===== config.mk =====
export PLATFORM = sky130hd
export DESIGN_NAME = load_store_unit
export DESIGN_NICKNAME = d
export VERILOG_FILES = /design/src/rtl/load_store_unit.sv
export SDC_FILE = /design/constraint.sdc
export NUM_CORES = 1
export LEC_CHECK = 0
export ABC_AREA = 0
export CAP_MARGIN = 20
export CORE_ASPECT_RATIO = 0.9
export CORE_MARGIN = 1
export CORE_UTILIZATION = 45
export DETAILED_ROUTE_END_ITERATION = 12
export PLACE_DENSITY = 0.77
export SLEW_MARGIN = 15
export SYNTH_ARGS = -nofsm -noshare
export SYNTH_HDL_FRONTEND = slang
export SYNTH_SLANG_ARGS = --single-unit

===== constraint.sdc =====
create_clock -name clk -period 2 [get_ports clk]
set_input_delay 0.2 -clock clk [delete_from_list [all_inputs] [get_ports clk]]
set_output_delay 0.2 -clock clk [all_outputs]
set_load 0.05 [all_outputs]

===== src/rtl/load_store_unit.sv =====
// load_store_unit: RV32 load/store unit that splits pipeline requests into
// word-aligned memory accesses.
// Ports:
//   clk, rst_b                  clock, async active-low reset
//   req_valid/req_ready         request handshake (ready only in IDLE)
//   req_we, req_funct3          store/load and RISC-V width code
//   req_addr, req_wdata         byte address, right-justified store data
//   resp_valid/resp_ready       response handshake
//   resp_rdata, resp_err        extended load data, error flag
//   mem_addr, mem_we            word-aligned address, write enable
//   mem_wdata[0:3]              bytes to memory, lane i = mem_addr+i
//   mem_rdata[0:3]              combinational read bytes from memory
module load_store_unit #(
  parameter logic [31:0] START = 32'h0000_0000,
  parameter logic [31:0] TOP   = 32'h0000_FFFF
) (
  input  logic        clk,
  input  logic        rst_b,
  input  logic        req_valid,
  output logic        req_ready,
  input  logic        req_we,
  input  logic [2:0]  req_funct3,
  input  logic [31:0] req_addr,
  input  logic [31:0] req_wdata,
  output logic        resp_valid,
  input  logic        resp_ready,
  output logic [31:0] resp_rdata,
  output logic        resp_err,
  output logic [31:0] mem_addr,
  output logic [7:0]  mem_wdata [0:3],
  output logic        mem_we,
  input  logic [7:0]  mem_rdata [0:3]
);

  typedef enum logic [2:0] {
    IDLE,
    LOAD,
    RMW_RD,
    STORE,
    RESP
  } state_t;

  state_t      state_q, state_d;
  logic        we_q;
  logic [2:0]  f3_q;
  logic [31:0] addr_q;
  logic [31:0] wdata_q;
  logic [31:0] word_q;
  logic [31:0] rdata_q;
  logic        err_q;

  logic        acc;
  logic        f3_ok;
  logic        mis;
  logic        oor;
  logic        req_bad;
  logic [33:0] wa;
  logic [7:0]  ld_b;
  logic [15:0] ld_h;
  logic [31:0] ld_w;
  logic [31:0] ld_fmt;
  logic [7:0]  st_lane [0:3];

  assign acc = req_valid & req_ready;

  // Error check on the live request; the result is latched at acceptance.
  assign wa = {2'b00, req_addr[31:2], 2'b00};

  always_comb begin
    if (req_we)
      f3_ok = req_funct3 inside {3'b000, 3'b001, 3'b010};
    else
      f3_ok = req_funct3 inside {3'b000, 3'b001, 3'b010,
                                 3'b100, 3'b101};
    mis = ((req_funct3[1:0] == 2'b01) & req_addr[0])
        | ((req_funct3 == 3'b010) & (|req_addr[1:0]));
    // Below START shows up as a borrow out of the subtraction.
    oor = 1'((wa - {2'b00, START}) >> 33)
        | ((wa + 34'd3) > {2'b00, TOP});
    req_bad = ~f3_ok | mis | oor;
  end

  // Load extraction from the current memory word.
  always_comb begin
    ld_b = mem_rdata[addr_q[1:0]];
    ld_h = {mem_rdata[{addr_q[1], 1'b1}],
            mem_rdata[{addr_q[1], 1'b0}]};
    ld_w = {mem_rdata[3], mem_rdata[2],
            mem_rdata[1], mem_rdata[0]};
    unique case (f3_q)
      3'b000:  ld_fmt = {{24{ld_b[7]}}, ld_b};
      3'b100:  ld_fmt = {24'h0, ld_b};
      3'b001:  ld_fmt = {{16{ld_h[15]}}, ld_h};
      3'b101:  ld_fmt = {16'h0, ld_h};
      default: ld_fmt = ld_w;
    endcase
  end

  // Store merge: word stores replace every lane, sub-word stores only the
  // addressed lanes of the word captured in RMW_RD.
  always_comb begin
    for (int i = 0; i < 4; i++) begin
      st_lane[i] = word_q[8*i +: 8];
      unique case (f3_q[1:0])
        2'b00: begin
          if (2'(i) == addr_q[1:0])
            st_lane[i] = wdata_q[7:0];
        end
        2'b01: begin
          if (1'(i >> 1) == addr_q[1])
            st_lane[i] = (i % 2 == 1) ? wdata_q[15:8]
                                      : wdata_q[7:0];
        end
        default: st_lane[i] = wdata_q[8*i +: 8];
      endcase
    end
  end

  always_ff @(posedge clk or negedge rst_b) begin
    if (!rst_b) begin
      state_q <= IDLE;
      we_q    <= 1'b0;
      f3_q    <= 3'b000;
      addr_q  <= 32'h0;
      wdata_q <= 32'h0;
      word_q  <= 32'h0;
      rdata_q <= 32'h0;
      err_q   <= 1'b0;
    end else begin
      state_q <= state_d;
      if (acc) begin
        we_q    <= req_we;
        f3_q    <= req_funct3;
        addr_q  <= req_addr;
        wdata_q <= req_wdata;
        err_q   <= req_bad;
        rdata_q <= 32'h0;
      end
      if (state_q == LOAD)
        rdata_q <= ld_fmt;
      if (state_q == RMW_RD)
        word_q <= ld_w;
    end
  end

  always_comb begin
    state_d = state_q;
    unique case (state_q)
      IDLE: begin
        if (acc) begin
          if (req_bad)
            state_d = RESP;
          else if (!req_we)
            state_d = LOAD;
          else if (req_funct3 == 3'b010)
            state_d = STORE;
          else
            state_d = RMW_RD;
        end
      end
      LOAD:   state_d = RESP;
      RMW_RD: state_d = STORE;
      STORE:  state_d = RESP;
      RESP: begin
        if (resp_ready)
          state_d = IDLE;
      end
      default: state_d = IDLE;
    endcase
  end

  assign req_ready  = (state_q == IDLE);
  assign resp_valid = (state_q == RESP);
  assign resp_err   = resp_valid & err_q;
  assign resp_rdata = resp_valid ? rdata_q : 32'h0;
  assign mem_we     = (state_q == STORE);
  assign mem_addr   = {addr_q[31:2], 2'b00};

  always_comb begin
    for (int i = 0; i < 4; i++)
      mem_wdata[i] = mem_we ? st_lane[i] : 8'h00;
  end

  // we_q is kept as part of the latched request for observability.
  logic unused_we;
  assign unused_we = we_q;

endmodule


* Yosys cells after proc, flatten, opt, wreduce, memory -nomap -nowiden
Index checks and enable logic that the tools add are counted.
** Storage, ports and cells
- Bits of input ports :: 104
- Register bits after elaboration :: 135
** Cells by class
- $lt $le $gt $ge :: 4
- Reduce and logical (&&, ||, !) cells :: 11
- Add/subtract/negate cells :: 1
- Bitwise logic cells :: 11
- Mux-type cells :: 36
- Eq/ne operators :: 18
** Operators by type and width (count)
- 8-bit two-way mux :: 18
- 32-bit case mux with 4 select lines :: 1
- 32-bit two-way mux :: 3
- 8-bit case mux with 2 select lines :: 4
- 8-bit binary-select mux with 2-bit select :: 3
- 32-bit by 2-bit adder with 33-bit output, second input constant :: 1
- 33-bit by 16-bit > comparator with 1-bit output, second input constant :: 1
- 3-bit equality test, second input constant :: 5
- 3-bit case mux with 4 select lines :: 1
- 3-bit by 1-bit equality test with 1-bit output, second input constant :: 3
- 3-bit by 2-bit equality test with 1-bit output, second input constant :: 3
- 3-bit >= comparator, second input constant :: 3
- 3-bit logical NOT :: 3
- 3-bit two-way mux :: 3
- 2-bit inverter with 3-bit output :: 3
- 5-bit nonzero test :: 1
- 1-bit AND :: 4
- 2-bit by 1-bit equality test with 1-bit output, second input constant :: 2
- 2-bit equality test, first input constant :: 2
- 2-bit logical NOT :: 2
- 2-bit by 1-bit != test with 1-bit output, second input constant :: 2
- 2-bit OR reduction :: 2
- 1-bit bitwise OR :: 3
- 3-bit nonzero test :: 1
- other kinds (6) :: 7

* Logic depth before layout (Yosys ltp)
- Word-level depth :: 9
- Gate-level depth with buffers :: 7

* Worst setup path after synthesis
OpenSTA, ideal clock, no wires.
- Kind :: register to output
- Start :: register addr_q[1]
- End :: output mem_wdata[7] (netlist bit)
- Data required time :: 1.800 ns
- Setup slack :: -0.532 ns
- Arrival :: 2.332 ns
- Path buffers :: 3
- Stages on the path, launching flop included :: 7
- Path through :: dfrtp_1 buf_2 buf_2 inv_1 clkbuf_1 a21oi_1 a221oi_1
** RTL lines
- start, declared :: RTL line 46 : logic [31:0] addr_q;
- start signal, assigned :: RTL line 134 : addr_q <= req_addr;
- end, declared :: RTL line 30 : output logic [7:0] mem_wdata [0:3],

==> impl_metrics.env <==
export IMPL_slowest_delay_ps=450
export IMPL_finalWeightedCongestion=0.877
export IMPL_power_density_nw_per_um2=892
export IMPL_clk_latency_ps=430
export IMPL_path_cells="or2b_4 -> mux2_2 -> a22oi_2 -> a21oi_2 -> buf_12"
export IMPL_port_buffers=201
export IMPL_maxSlewHeadroom_pct=52.0
export IMPL_fin_crit_sh_pct=110
export IMPL_outcome="finished with violations"
export IMPL_rows=42
export IMPL_critPathRequiredTime_ps=1800
export IMPL_drt_iter0_markers=553
export IMPL_fin_crit_ps=2210
export IMPL_cts_tree="yes"
export IMPL_p_sw_uw=3360
export IMPL_final_max_slew_violation_count=0
export IMPL_syn_inst=653
export IMPL_cp_end_kind="output pin"
export IMPL_arrival_ps=2010
export IMPL_combPwrFrac_pct=32.1
export IMPL_vdd_ir_drop_max_v=0.000826
export IMPL_numCtsBuffers=17
export IMPL_rr_worst_depth=5
export IMPL_fp_dieH_um=120
export IMPL_cp_max_fo=8
export IMPL_cpMaxStageDelayCell="dfrtp_2"
export IMPL_worst_setup_path_start_kind="flop"
export IMPL_worstHoldPathType="primary input to async pin"
export IMPL_vias_per_cell=5.75
export IMPL_synth_warning_count=0
export IMPL_tightest_slew_ps=719
export IMPL_final_common_cell="clkdlybuf4s50_1"
export IMPL_drive_gt1_share_pct=43.3
export IMPL_dp_cells=1019
export IMPL_post_route_util_pct=74.7
export IMPL_initial_core_util_pct=46.8
export IMPL_antenna_found_initial=0
export IMPL_sw_frac_of_total_pct=33.8
export IMPL_htreeDepth=4
export IMPL_num_antenna_cells=0
export IMPL_synth_area_um2=6980
export IMPL_total_power_uw=9940
export IMPL_grt_max_degree=57
export IMPL_r2r_end="wdata_q[2]"
export IMPL_dp_slack_ps=-239
export IMPL_fin_nets=967
export IMPL_cts_root_buf="clkbuf_16"
export IMPL_rsz0062_at_grt="yes"
export IMPL_final_cells=1074
export IMPL_seqPwrFrac_pct=33.5
export IMPL_die_x_um=133
export IMPL_r2r_start="state_q[0]"
export IMPL_hpwl_mm=16.0
export IMPL_p_int_uw=6580
export IMPL_setup_slack_ps=-205
export IMPL_num_vias=6179
export IMPL_yosysSeqAreaShare_pct=48.4
export IMPL_grt_pass1_vias=6401
export IMPL_worstSetupStartpoint="addr_q[0]"
export IMPL_detail_route_wl_per_cell_um=21.6
export IMPL_drcViolationCount=0
export IMPL_clock_sinks=135
export IMPL_synth_seq_cells=135
export IMPL_setup_violations=30
export IMPL_critPathKind="flop to output pin"
export IMPL_grt_usage_pct=28.9
export IMPL_max_freq_mhz=453
export IMPL_pwr_share_clk_pct=34.3
export IMPL_wl_mm=23.2
export IMPL_clk_pin_slew_worst_paths_ps=60
export IMPL_coreArea_um2=14900
export IMPL_leakagePower_uw=0.00483
export IMPL_clockBufferDepth=2
export IMPL_violations="negative setup slack"
export IMPL_mostFrequentLayoutCells="132 x clkdlybuf4s50_1, 129 x dfrtp_1, 96 x mux2_2, 65 x buf_12, 55 x nand2_1"
export IMPL_ios=204
export IMPL_dieArea_um2=16000
export IMPL_yosysUniqueCellTypes=44
export IMPL_drv_cap=0
export IMPL_syn2layout_area_growth_pct=59.7
export IMPL_hold_viol=0
export IMPL_gr_total_overflow=0
export IMPL_postSynthAreaPerCell_um2=10.7
export IMPL_fin_worst_skew_ps=8.61
export IMPL_first_pass_iters=7
export IMPL_grt_pass1_wl_mm=34.9
export IMPL_antenna_left=0
export IMPL_r2r_slack_ps=80
[critical path: cells and delay by family (launching register included)]
kind | cells | cell delay, ps
AOI/OAI and AO/OA | 2 | 290
buffers and inverters | 1 | 150
DFF | 1 | 450
muxes | 1 | 370
and+or+nand+nor | 1 | 320
[synth_stat cells, drive strengths merged]
| library cell | n | area (um2) |
|---|---|---|
| and2b | 2 | 15.0 |
| mux2 | 99 | 1110 |
| nor2b | 12 | 75.1 |
| or3b | 1 | 8.76 |
| nor3 | 1 | 5.00 |
| nor2 | 17 | 63.8 |
| a221o | 16 | 173 |
| dfrtp | 135 | 3380 |
| inv | 22 | 82.6 |
| a221oi | 8 | 70.1 |
| o22ai | 9 | 56.3 |
| clkinv | 1 | 3.75 |
| a222oi | 9 | 90.1 |
| nand2 | 59 | 221 |
| nor4b | 1 | 23.8 |
| a2111oi | 1 | 27.5 |
| o21ai | 49 | 245 |
| a21oi | 35 | 175 |
| o221ai | 6 | 52.6 |
| o32ai | 1 | 8.76 |
| o41ai | 1 | 8.76 |
| nand3 | 4 | 20.0 |
| a41o | 2 | 20.0 |
| or2b | 2 | 15.0 |
| a2bb2oi | 2 | 17.5 |
| clkbuf | 28 | 105 |
| a22oi | 9 | 81.3 |
| a32o | 1 | 10.0 |
| buf | 50 | 335 |
| nor4 | 4 | 25.0 |
| nand2b | 9 | 56.3 |
| o211ai | 1 | 7.51 |
| a31oi | 2 | 12.5 |
| nor3b | 3 | 22.5 |
| o211a | 7 | 70.1 |
| and2 | 36 | 225 |
| conb | 1 | 3.75 |
| o21a | 7 | 52.6 |
[flip-flops by register name, summed over array words and instances, names as in the netlist]
register and cells:
addr_q 32, err_q 1, f3_q 3, rdata_q 32, state_q 3, wdata_q 32, word_q 32
[power by group through the flow]
stage	sequential (uW)	clock (uW)	combinational, uW
3_3_place_gp	3350	0	2690
4_1_cts	3320	3420	2990
5_1_grt	3360	3550	3350
2_1_floorplan	3240	0	1900
3_5_place_dp	3370	0	2750
6_report	3330	3410	3190
[routing by layer]
| metal | GRT usage (%) | vias to the layer above | routed length (um) |
|---|---|---|---|
| met2 | 46.4 | 336 | 11200 |
| met1 | 36.7 | 3054 | 9260 |
| met4 | 11.8 | 0 | 652 |
| met3 | 8.24 | 51 | 2050 |
| li1 | - | 2738 | - |
| met5 | 0 | - | 0 |
[cells by family after synthesis]
family	Yosys count	share of synthesized area (%)
AO/OA/AOI/OAI	166	16.9
AND/OR/NAND/NOR	151	11.1
flip-flops	135	48.4
buffers and inverters	101	7.55
multiplexers	99	16.0
other	1	0.0537
[how the worst max path moves through the flow]
stage	endpoint	slack (ps)
detailed placement	rdata_q[17]	-240
finish	mem_wdata[21]	-210
global route	mem_wdata[7]	-270
floorplan	mem_wdata[8]	-200
CTS	mem_wdata[16]	-160
global placement	rdata_q[20]	-140
[cell type report]
| cell class | instances | area [um2] |
|---|---|---|
| multi-input combinational | 418 | 3480 |
| clock inverter | 14 | 195 |
| tap | 198 | 248 |
| timing repair buffer | 268 | 3300 |
| inverter | 23 | 91.3 |
| fill | 978 | 3780 |
| sequential | 135 | 3390 |
| clock buffer | 18 | 439 |
[repair_timing]
action | 4_1_cts | 5_1_grt
pin swaps | 16 | 22
gates cloned | 2 | 2
endpoints found under the hold margin | 53 | 0
setup endpoints to repair | 49 | 76
hold buffers | 1 | 0
setup buffers | 13 | 8
gates resized for setup | 67 | 52
[per-stage QoR]
stage / hold slack, ps / instance area, um2 / setup TNS (ps)
floorplan: -95.6 / 7070 / -2710
global placement: 195 / 9840 / -2090
detailed placement: 204 / 9840 / -4410
CTS: 321 / 10800 / -3390
global route: 350 / 11100 / -6200
finish: 307 / 11100 / -3950
(Power assumes the default switching activity.)
